--- config.mk ---
export PLATFORM = sky130hd
export DESIGN_NAME = lstm_weight_seq
export DESIGN_NICKNAME = d
export VERILOG_FILES = /design/src/rtl/lstm_weight_seq.sv
export SDC_FILE = /design/constraint.sdc
export NUM_CORES = 1
export LEC_CHECK = 0
export CAP_MARGIN = 20
export CELL_PAD_IN_SITES_DETAIL_PLACEMENT = 0
export CELL_PAD_IN_SITES_GLOBAL_PLACEMENT = 1
export CORE_MARGIN = 2
export CORE_UTILIZATION = 41
export DETAILED_ROUTE_END_ITERATION = 16
export DONT_BUFFER_PORTS = 1
export GPL_ROUTABILITY_DRIVEN = 0
export GPL_TIMING_DRIVEN = 0
export PLACE_DENSITY = 0.79
export SYNTH_ARGS = -nofsm -noshare
export SYNTH_HDL_FRONTEND = slang
export SYNTH_SLANG_ARGS = --single-unit
--- constraint.sdc ---
create_clock -name clk -period 4.1 [get_ports clk]
set_input_delay 0.205 -clock clk [delete_from_list [all_inputs] [get_ports clk]]
set_output_delay 0.205 -clock clk [all_outputs]
set_load 0.01 [all_outputs]
--- src/rtl/lstm_weight_seq.sv ---
// lstm_weight_seq: read-address sequencer for the LSTM weight/bias ROM.
// A pass walks every hidden row; each row emits one bias beat, then
// 4*COL recurrent (Whh) weight addresses, then 4*COW input (Wih) weight
// addresses, over a valid/ready stream with all outputs registered.
// Optional build macro: LSTM_SEQ_STALL_CNT_EN enables the stall counter
// on stall_cnt; without it stall_cnt is tied to zero.
module lstm_weight_seq #(
   parameter int COL       = 512,
   parameter int COW       = 96,
   parameter int RAMADDR_W = $clog2(COL*COL*4 + COL*COW*4),
   parameter int ADDR_B    = $clog2(COL*4)
) (
   input  logic                      clk,
   input  logic                      rst,
   input  logic                      start,
   output logic                      busy,
   output logic                      done,
   output logic                      out_valid,
   input  logic                      out_ready,
   output logic [1:0]                out_kind,
   output logic [RAMADDR_W-1:0]      addr_w,
   output logic [ADDR_B-1:0]         addr_b,
   output logic [1:0]                out_gate,
   output logic [$clog2(COL)-1:0]    out_row,
   output logic                      row_last,
   output logic [31:0]               stall_cnt
);

   localparam int ROW_W = $clog2(COL);
   localparam int KMAX  = (COL > COW) ? COL : COW;
   localparam int KW    = (KMAX > 1) ? $clog2(KMAX) : 1;

   // Wih block sits directly above the Whh block in the unified space
   localparam logic [RAMADDR_W-1:0] WIH_BASE   = RAMADDR_W'(4*COL*COL);
   localparam logic [KW-1:0]        K_WHH_LAST = KW'(COL-1);
   localparam logic [KW-1:0]        K_WIH_LAST = KW'(COW-1);
   localparam logic [ROW_W-1:0]     ROW_LAST   = ROW_W'(COL-1);

   localparam logic [1:0] KIND_BIAS = 2'd0;
   localparam logic [1:0] KIND_WHH  = 2'd1;
   localparam logic [1:0] KIND_WIH  = 2'd2;

   typedef enum logic [2:0] {
      S_IDLE = 3'd0,
      S_BIAS = 3'd1,
      S_WHH  = 3'd2,
      S_WIH  = 3'd3,
      S_FIN  = 3'd4
   } state_t;

   state_t                 state_reg, state_next;
   logic [ROW_W-1:0]       row_reg,   row_next;
   logic [KW-1:0]          k_reg,     k_next;
   logic [1:0]             g_reg,     g_next;
   logic [RAMADDR_W-1:0]   pw_reg,    pw_next;
   logic [RAMADDR_W-1:0]   pi_reg,    pi_next;

   // registered copies of every output, computed from the next-state values
   logic                   busy_reg,     busy_next;
   logic                   done_reg,     done_next;
   logic                   valid_reg,    valid_next;
   logic [1:0]             kind_reg,     kind_next;
   logic [RAMADDR_W-1:0]   addr_w_reg,   addr_w_next;
   logic [ADDR_B-1:0]      addr_b_reg,   addr_b_next;
   logic [1:0]             gate_reg,     gate_next;
   logic [ROW_W-1:0]       out_row_reg,  out_row_next;
   logic                   row_last_reg, row_last_next;

   logic                   accept;

   assign accept = valid_reg && out_ready;

   // Next-state, counter stepping and next output values. Without an accept
   // every next value equals the current one, so outputs hold during stalls.
   always_comb begin
      state_next    = state_reg;
      row_next      = row_reg;
      k_next        = k_reg;
      g_next        = g_reg;
      pw_next       = pw_reg;
      pi_next       = pi_reg;
      busy_next     = 1'b0;
      done_next     = 1'b0;
      valid_next    = 1'b0;
      kind_next     = KIND_BIAS;
      addr_w_next   = '0;
      addr_b_next   = '0;
      gate_next     = 2'd0;
      out_row_next  = '0;
      row_last_next = 1'b0;

      case (state_reg)
         S_IDLE: begin
            if (start) begin
               state_next = S_BIAS;
               row_next   = '0;
               k_next     = '0;
               g_next     = 2'd0;
               pw_next    = '0;
               pi_next    = WIH_BASE;
            end
         end
         S_BIAS: begin
            if (accept) begin
               state_next = S_WHH;
               k_next     = '0;
               g_next     = 2'd0;
            end
         end
         S_WHH: begin
            if (accept) begin
               // Whh addresses are contiguous over the whole pass
               pw_next = pw_reg + 1'b1;
               g_next  = g_reg + 2'd1;
               if (g_reg == 2'd3) begin
                  if (k_reg == K_WHH_LAST) begin
                     k_next     = '0;
                     state_next = S_WIH;
                  end else begin
                     k_next = k_reg + 1'b1;
                  end
               end
            end
         end
         S_WIH: begin
            if (accept) begin
               pi_next = pi_reg + 1'b1;
               g_next  = g_reg + 2'd1;
               if (g_reg == 2'd3) begin
                  if (k_reg == K_WIH_LAST) begin
                     k_next = '0;
                     if (row_reg == ROW_LAST) begin
                        state_next = S_FIN;
                     end else begin
                        row_next   = row_reg + 1'b1;
                        state_next = S_BIAS;
                     end
                  end else begin
                     k_next = k_reg + 1'b1;
                  end
               end
            end
         end
         S_FIN: begin
            state_next = S_IDLE;
         end
         default: begin
            state_next = S_IDLE;
         end
      endcase

      // Output image of the state being entered
      case (state_next)
         S_BIAS: begin
            busy_next    = 1'b1;
            valid_next   = 1'b1;
            kind_next    = KIND_BIAS;
            addr_b_next  = ADDR_B'(row_next);
            out_row_next = row_next;
         end
         S_WHH: begin
            busy_next    = 1'b1;
            valid_next   = 1'b1;
            kind_next    = KIND_WHH;
            addr_w_next  = pw_next;
            addr_b_next  = ADDR_B'(row_next);
            gate_next    = g_next;
            out_row_next = row_next;
         end
         S_WIH: begin
            busy_next     = 1'b1;
            valid_next    = 1'b1;
            kind_next     = KIND_WIH;
            addr_w_next   = pi_next;
            addr_b_next   = ADDR_B'(row_next);
            gate_next     = g_next;
            out_row_next  = row_next;
            row_last_next = (k_next == K_WIH_LAST) && (g_next == 2'd3);
         end
         S_FIN: begin
            done_next = 1'b1;
         end
         default: begin
            busy_next = 1'b0;
         end
      endcase
   end

   // State, counters and output registers
   always_ff @(posedge clk) begin
      if (rst) begin
         state_reg    <= S_IDLE;
         row_reg      <= '0;
         k_reg        <= '0;
         g_reg        <= 2'd0;
         pw_reg       <= '0;
         pi_reg       <= '0;
         busy_reg     <= 1'b0;
         done_reg     <= 1'b0;
         valid_reg    <= 1'b0;
         kind_reg     <= KIND_BIAS;
         addr_w_reg   <= '0;
         addr_b_reg   <= '0;
         gate_reg     <= 2'd0;
         out_row_reg  <= '0;
         row_last_reg <= 1'b0;
      end else begin
         state_reg    <= state_next;
         row_reg      <= row_next;
         k_reg        <= k_next;
         g_reg        <= g_next;
         pw_reg       <= pw_next;
         pi_reg       <= pi_next;
         busy_reg     <= busy_next;
         done_reg     <= done_next;
         valid_reg    <= valid_next;
         kind_reg     <= kind_next;
         addr_w_reg   <= addr_w_next;
         addr_b_reg   <= addr_b_next;
         gate_reg     <= gate_next;
         out_row_reg  <= out_row_next;
         row_last_reg <= row_last_next;
      end
   end

   assign busy      = busy_reg;
   assign done      = done_reg;
   assign out_valid = valid_reg;
   assign out_kind  = kind_reg;
   assign addr_w    = addr_w_reg;
   assign addr_b    = addr_b_reg;
   assign out_gate  = gate_reg;
   assign out_row   = out_row_reg;
   assign row_last  = row_last_reg;

`ifdef LSTM_SEQ_STALL_CNT_EN
   logic [31:0] stall_cnt_reg;

   // Saturating count of back-pressure cycles, restarted by each accepted start
   always_ff @(posedge clk) begin
      if (rst) begin
         stall_cnt_reg <= '0;
      end else if ((state_reg == S_IDLE) && start) begin
         stall_cnt_reg <= '0;
      end else if (valid_reg && !out_ready && (stall_cnt_reg != 32'hFFFF_FFFF)) begin
         stall_cnt_reg <= stall_cnt_reg + 32'd1;
      end
   end

   assign stall_cnt = stall_cnt_reg;
`else
   assign stall_cnt = 32'd0;
`endif

endmodule

==> results of run 1 <==
-- area by class of cell --
class,instances,area share
tap,172,0.0368
buffer,80,0.0834
multi-input combinational,474,0.466
inverter,12,0.00855
clock buffer,11,0.0415
sequential,102,0.349
clock inverter,5,0.0141
timing repair buffer,1,0.000855
-- worst max-delay path by stage --
stage | startpoint | end | slack, ns | depth (start not counted)
floorplan | k_reg[0]$_SDFF_PP0_ | row_last$_SDFF_PP0_ | 1.26 | 12
global placement | k_reg[1]$_SDFF_PP0_ | row_last$_SDFF_PP0_ | 0.37 | 13
detailed placement | k_reg[0]$_SDFF_PP0_ | row_last$_SDFF_PP0_ | 0.37 | 13
CTS | k_reg[0]$_SDFF_PP0_ | row_last$_SDFF_PP0_ | 0.34 | 13
global route | k_reg[1]$_SDFF_PP0_ | row_last$_SDFF_PP0_ | 0.16 | 13
finish | k_reg[0]$_SDFF_PP0_ | row_last$_SDFF_PP0_ | 0.47 | 13
-- layout by cell type (no fill, tap or decap), types with 4 or more instances in the layout --
cell	synthesis	routed
dfxtp_1	102	102
nand2_1	66	66
nor2_1	64	64
buf_4	44	44
a21oi_1	38	38
conb_1	1	34
clkbuf_1	28	28
nor3_1	26	26
nand3_1	25	25
o21ai_0	21	21
nand4_1	13	13
and3_1	13	13
a311oi_1	13	13
a31oi_1	13	13
inv_1	11	11
or3_1	10	10
and2_1	10	10
clkbuf_16	0	9
ha_1	7	7
and4_1	6	6
o21a_1	6	6
or4_1	6	6
nor4_1	6	6
a211o_1	6	6
o31ai_1	5	5
a21o_1	5	5
xnor2_1	5	5
a211oi_1	5	5
a22oi_1	4	4
nand2b_1	4	4
-- power by group --
part / total [uW] / internal, uW / switching [uW]
combinational: 200 / 61.9 / 138
clock: 939 / 553 / 385
sequential: 1000 / 996 / 7.39
total: 2140 / 1610 / 531
-- timing repair --
item,CTS,global route
setup endpoints to repair,0,1
gates resized for setup,0,2
hold buffers,0,0
-- cells by family after synthesis --
logic type                 count (synthesis)  share of synthesized area
AOI/OAI and AO/OA                        153                      0.204
xor gates and xnor gates                   7                     0.0118
adders and majority gates                  7                     0.0169
buffers and inverters                     92                      0.104
DFF                                      102                      0.394
muxes                                      2                    0.00411
other                                      1                   0.000724
and+or+nand+nor                          271                      0.264
-- stage by stage --
stage / power (uW) / worst slack (ns) / std cells
floorplan: 1170 / 1.26 / 668
global placement: 1220 / 0.372 / 840
detailed placement: 1220 / 0.367 / 840
CTS: 2160 / 0.337 / 856
global route: 2220 / 0.164 / 857
finish: 2140 / 0.469 / 857
-- critical path, cell delays in order, from the launching register on --
cell and delay (ns):
dfxtp_1 0.37, ha_1 0.25, and4_1 0.21, clkbuf_2 0.17, nand2_1 0.10, nor2_1 0.13, ha_1 0.15, nor2b_1 0.36
nand3_1 0.16, o21a_1 0.16, o22ai_1 0.59, clkbuf_2 0.40, nand4b_1 0.17, nor4_1 0.30
-- metal layers --
metal,up-vias,routed length [um],global-route usage
met3,33,1010,0.0363
li1,2330,-,-
met2,206,6460,0.342
met1,2276,6390,0.296
met4,0,429,0.103
met5,-,0,0
==> key figures, run 1 <==
STA
  – Clock skew: 0.00636 ns
  – Unrepaired setup endpoints after global routing: no
  – Final Cycle Share: 0.886
  – Fmax: 0.275 GHz
  – Final max-slew violation count: 0
  – Fin crit period: 3.63 ns
  – Worst-margin pin slew: 0.909 ns
  – Fin. Hold Viols: 0
  – Final setup fails: 0
  – Slew headroom: 0.385
  – Setup TNS: 0 ns
  – Hold_ws: 0.218 ns

Route
  – DR pass1 iterations: 5
  – WL/cell: 16.7 um
  – DRC Markers: 0
  – Via count: 4845
  – Final WL: 14300 um
  – Final ANT Viol Nets: 0
  – First DRT Iteration DRCs: 589
  – Vias per cell: 5.65

Clock network
  – CTS Buf Count: 9
  – Root buf cell: clkbuf_16
  – H-tree lvl count: 3
  – Sink Count: 102
  – Setup bufs post-CTS: 0
  – Worst-skew pair later-pin latency: 0.36 ns
  – CTS tree: done
  – Clk pin slew, worst setup/hold paths: 0.07 ns
  – CTS Buffer Depth: 2

Worst setup path
  – Crit Path Max Fanout: 10
  – Worst reg-to-reg path cell count: 13
  – Crit path kind: reg2reg
  – Data required time at the worst endpoint: 4.36 ns
  – Reg2Reg Capture Point: row_last$_SDFF_PP0_
  – Critical Path AT: 3.89 ns
  – Crit. End Element: flip-flop
  – Worst R2R Setup Slack: 0.47 ns
  – FF-to-FF Start: k_reg[0]$_SDFF_PP0_
  – CP startpoint kind: flip-flop

Placed design
  – Placed inst area: 5520 um^2
  – Buffers on Ports: 0
  – Dpl hpwl: 10300 um

Floorplan
  – Row cnt: 41
  – Area of the core: 12500 um^2
  – Die height: 116 um
  – Ports: 85
  – Die X: 116 um
  – Starting Density: 0.416
  – Die footprint: 13600 um^2

Finish
  – Post-route cell area: 5850 um^2
  – Final nets: 691
  – Inserted Diodes: 0
  – FF/Latch Area: 2040 um^2
  – Layout cell share with drive strength beyond 1: 0.117
  – Footprint of the multi-input gates: 2730 um^2
  – P&R area growth vs syn: 12.9%
  – Final core occ: 0.469
  – Layout fillers: 1259

Yosys
  – Yosys warns: 0
  – Commonest cells post-synth: dfxtp_1 (102), nand2_1 (66), nor2_1 (64)
  – Top cells by area in the synthesized netlist: dfxtp_1 (39%), buf_4 (6.4%), nand2_1 (4.8%), nor2_1 (4.6%), a21oi_1 (3.7%)
  – Async set or reset register ratio after synthesis: 0
  – Mapped Area: 5180 um^2
  – Commonest register cell after synthesis: dfxtp_1
  – Synthesized area per cell: 8.16 um^2
  – Post-synthesis cell count: 635
  – Area leader, netlist: dfxtp_1
  – Synth unique cells: 72
  – EDFF count, synth: 0
  – Post-synth top area share: 0.394
  – Most common cell in the netlist: dfxtp_1
  – Seq/Total Area, Yosys: 0.394
  – #FFs+latches synth: 102

Global route
  – Grt total ovfl: 0
  – Pin count of the biggest net entering global routing: 17
  – First-pass GRT wire length: 22900 um
  – Initial antenna violation count: 0
  – Vias in the first global route: 4483
  – Aggregate global-route resource usage: 0.219

Worst hold path
  – Hold path depth: 3
  – Hold Path Class: in2reg
  – Hold_sp: rst
  – Hold EP: pi_reg[6]$_SDFF_PP0_

Power and ir drop
  – Leakage: 0.00213 uW
  – Pwr Density: 366 nW/um^2
  – Worst IR drop on VDD: 0.183 mV

Run status
  – Status: finished, final reports clean

Flow run
  – Maxcap violations: 0
(Power assumes the default switching activity.)
==> inputs of run 2 (changes only) <==
Settings changed: CORE_ASPECT_RATIO set to 0.6.
==> key figures, run 2 (synthesis gave the netlist of run 1 again) <==
Worst hold path
  – Hold Path Class: in2reg
  – Hold_sp: rst

Worst setup path
  – Crit path kind: reg2reg
  – Data required time at the worst endpoint: 4.36 ns (about the same)
  – CP startpoint kind: flip-flop
  – Crit. End Element: flip-flop
  – Critical Path AT: 3.91 ns (+0.02 ns)
  – Crit path from: k_reg[1]$_SDFF_PP0_
  – FF-to-FF Start: k_reg[1]$_SDFF_PP0_
  – Crit Path Max Fanout: 10 (unchanged)

Clock network
  – Setup bufs post-CTS: 0 (unchanged)
  – Clk pin slew, worst setup/hold paths: 0.08 ns (about the same)
  – H-tree lvl count: 3 (unchanged)
  – CTS tree: done
  – CTS Buf Count: 9 (unchanged)
  – CTS Buffer Depth: 2 (unchanged)
  – Worst-skew pair later-pin latency: 0.35 ns (about the same)
  – Sink Count: 102 (unchanged)
  – Root buf cell: clkbuf_16

Power and ir drop
  – Worst IR drop on VDD: 0.223 mV (+22%)
  – Leakage: 0.00211 uW (-0.68%)
  – Pwr Density: 353 nW/um^2 (-3.4%)

Finish
  – Inserted Diodes: 0 (unchanged)
  – Most frequent cells in the layout: dfxtp_1 (102), nand2_1 (66), nor2_1 (64), buf_4 (44), a21oi_1 (38)
  – Final nets: 692 (+0.14%)
  – Final core occ: 0.477 (+0.00776)
  – Layout cell share with drive strength beyond 1: 0.120 (+0.00275)
  – P&R area growth vs syn: 12.2%
  – Most common cell after layout, fill and taps aside: dfxtp_1
  – Post-route cell area: 5810 um^2 (-0.68%)

STA
  – Final WS setup: 0.457 ns (-0.0123 ns)
  – Fmax: 0.274 GHz (-0.34%)
  – Fin crit period: 3.64 ns (+0.0123 ns)
  – Final max-slew violation count: 0 (unchanged)
  – Hold_ws: 0.214 ns (-0.00407 ns)
  – Unrepaired setup endpoints after global routing: no
  – Final setup fails: 0 (unchanged)
  – Slew headroom: 0.451 (+0.0660)
  – Worst-margin pin slew: 0.823 ns (-0.0862 ns)
  – Clock skew: 0.0101 ns (+0.00370 ns)
  – Fin. Hold Viols: 0 (unchanged)
  – Final Cycle Share: 0.889 (+0.00301)
  – Setup TNS: 0 ns (unchanged)

Global route
  – Met1 usage: 0.350 (+0.0540)
  – First-pass GRT wire length: 23700 um (+3.6%)
  – Pin count of the biggest net entering global routing: 20 (+3)
  – M2 GR Usage: 0.304 (-0.0385)
  – Aggregate global-route resource usage: 0.224 (+0.00495)
  – Vias in the first global route: 4403 (-1.8%)
  – Grt peak-use layer: met1
  – Initial antenna violation count: 0 (unchanged)
  – Grt total ovfl: 0 (unchanged)
  – GR met3 Demand/Resource: 0.0578 (+0.0215)

Route
  – WL/cell: 17.3 um (+4.0%)
  – Final ANT Viol Nets: 0 (unchanged)
  – Final WL: 14800 um (+3.3%)
  – DR pass1 iterations: 7 (+2)
  – First DRT Iteration DRCs: 481 (-18%)
  – Via count: 4830 (-0.31%)
  – DRC Markers: 0 (unchanged)
  – Vias per cell: 5.68 (+0.39%)

Floorplan
  – Die footprint: 13600 um^2 (+0.21%)
  – Die X: 149 um (+28%)
  – Row cnt: 31 (-24%)
  – Die height: 91.1 um (-22%)
  – Area of the core: 12200 um^2 (-2.3%)
  – Starting Density: 0.425 (+0.00978)
  – Ports: 85 (unchanged)

Run status
  – Status: finished, final reports clean

Placed design
  – Buffers on Ports: 0 (unchanged)
  – Placed inst area: 5520 um^2 (about the same)
  – Dpl hpwl: 10900 um (+6.3%)
  – Place WS: 0.351 ns (-0.0160 ns)

Flow run
  – Maxcap violations: 0 (unchanged)
## run 2: cell types whose count changed in the layout (fill, tap and decap cells not counted)
cell        previous run  this run
clkinv_8               0         1
clkbuf_2               3         2
bufinv_16              2         0
clkbuf_8               1         0
buf_2                  3         5
inv_6                  1         5
clkinv_4               2         0
clkinvlp_4             0         1
clkbuf_1              28        27
## run 2: repair_timing
item | 4_1_cts | 5_1_grt
resized for setup | 0 | 2
hold buffers | 0 | 0
setup endpoints to repair | 0 | 2
## run 2: path summary, 6_finish.rpt
kind	end	slack, ns	depth (start not counted)
worst min-delay path	pi_reg[6]$_SDFF_PP0_	0.21	3
worst min register to register	pw_reg[20]$_SDFF_PP0_	0.51	2
worst max register to register	row_last$_SDFF_PP0_	0.46	13
worst max-delay path	row_last$_SDFF_PP0_	0.46	13
## run 2: power by group
part | internal [uW] | switching (uW)
sequential | 996 | 7.04
combinational | 62.5 | 144
clock | 425 | 419
## run 2: layout make-up
class	count	area, um^2
timing repair buffer	2	10.0
sequential	102	2040
clock buffer	9	225
fill	1244	6370
buffer	80	488
clock inverter	7	63.8
tap	165	206
multi-input combinational	474	2730
inverter	12	50.0
## run 2: worst max-delay path, stage by stage, from the launching register on
cell and delay, ns:
dfxtp_1 0.37, ha_1 0.24, and4_1 0.20, clkbuf_2 0.19, nand2_1 0.11, nor2_1 0.13, ha_1 0.15, nor2b_1 0.40
nand3_1 0.14, o21a_1 0.15, o22ai_1 0.58, clkbuf_2 0.44, nand4b_1 0.18, nor4_1 0.26
## run 2: layer usage
metal,up-vias,part of all wire,wire length [um]
li1,2337,-,-
met1,2302,0.52,7630
met2,179,0.40,5930
met3,12,0.074,1090
met4,0,0.0074,109
met5,-,0,0
## run 2: stage by stage
| stage | power [uW] | instances |
|---|---|---|
| final | 2050 | 851 |
| after detailed placement | 1230 | 834 |
| after global routing | 2130 | 851 |
| after global placement | 1230 | 833 |
| after floorplan | 1170 | 668 |
| after CTS | 2050 | 850 |
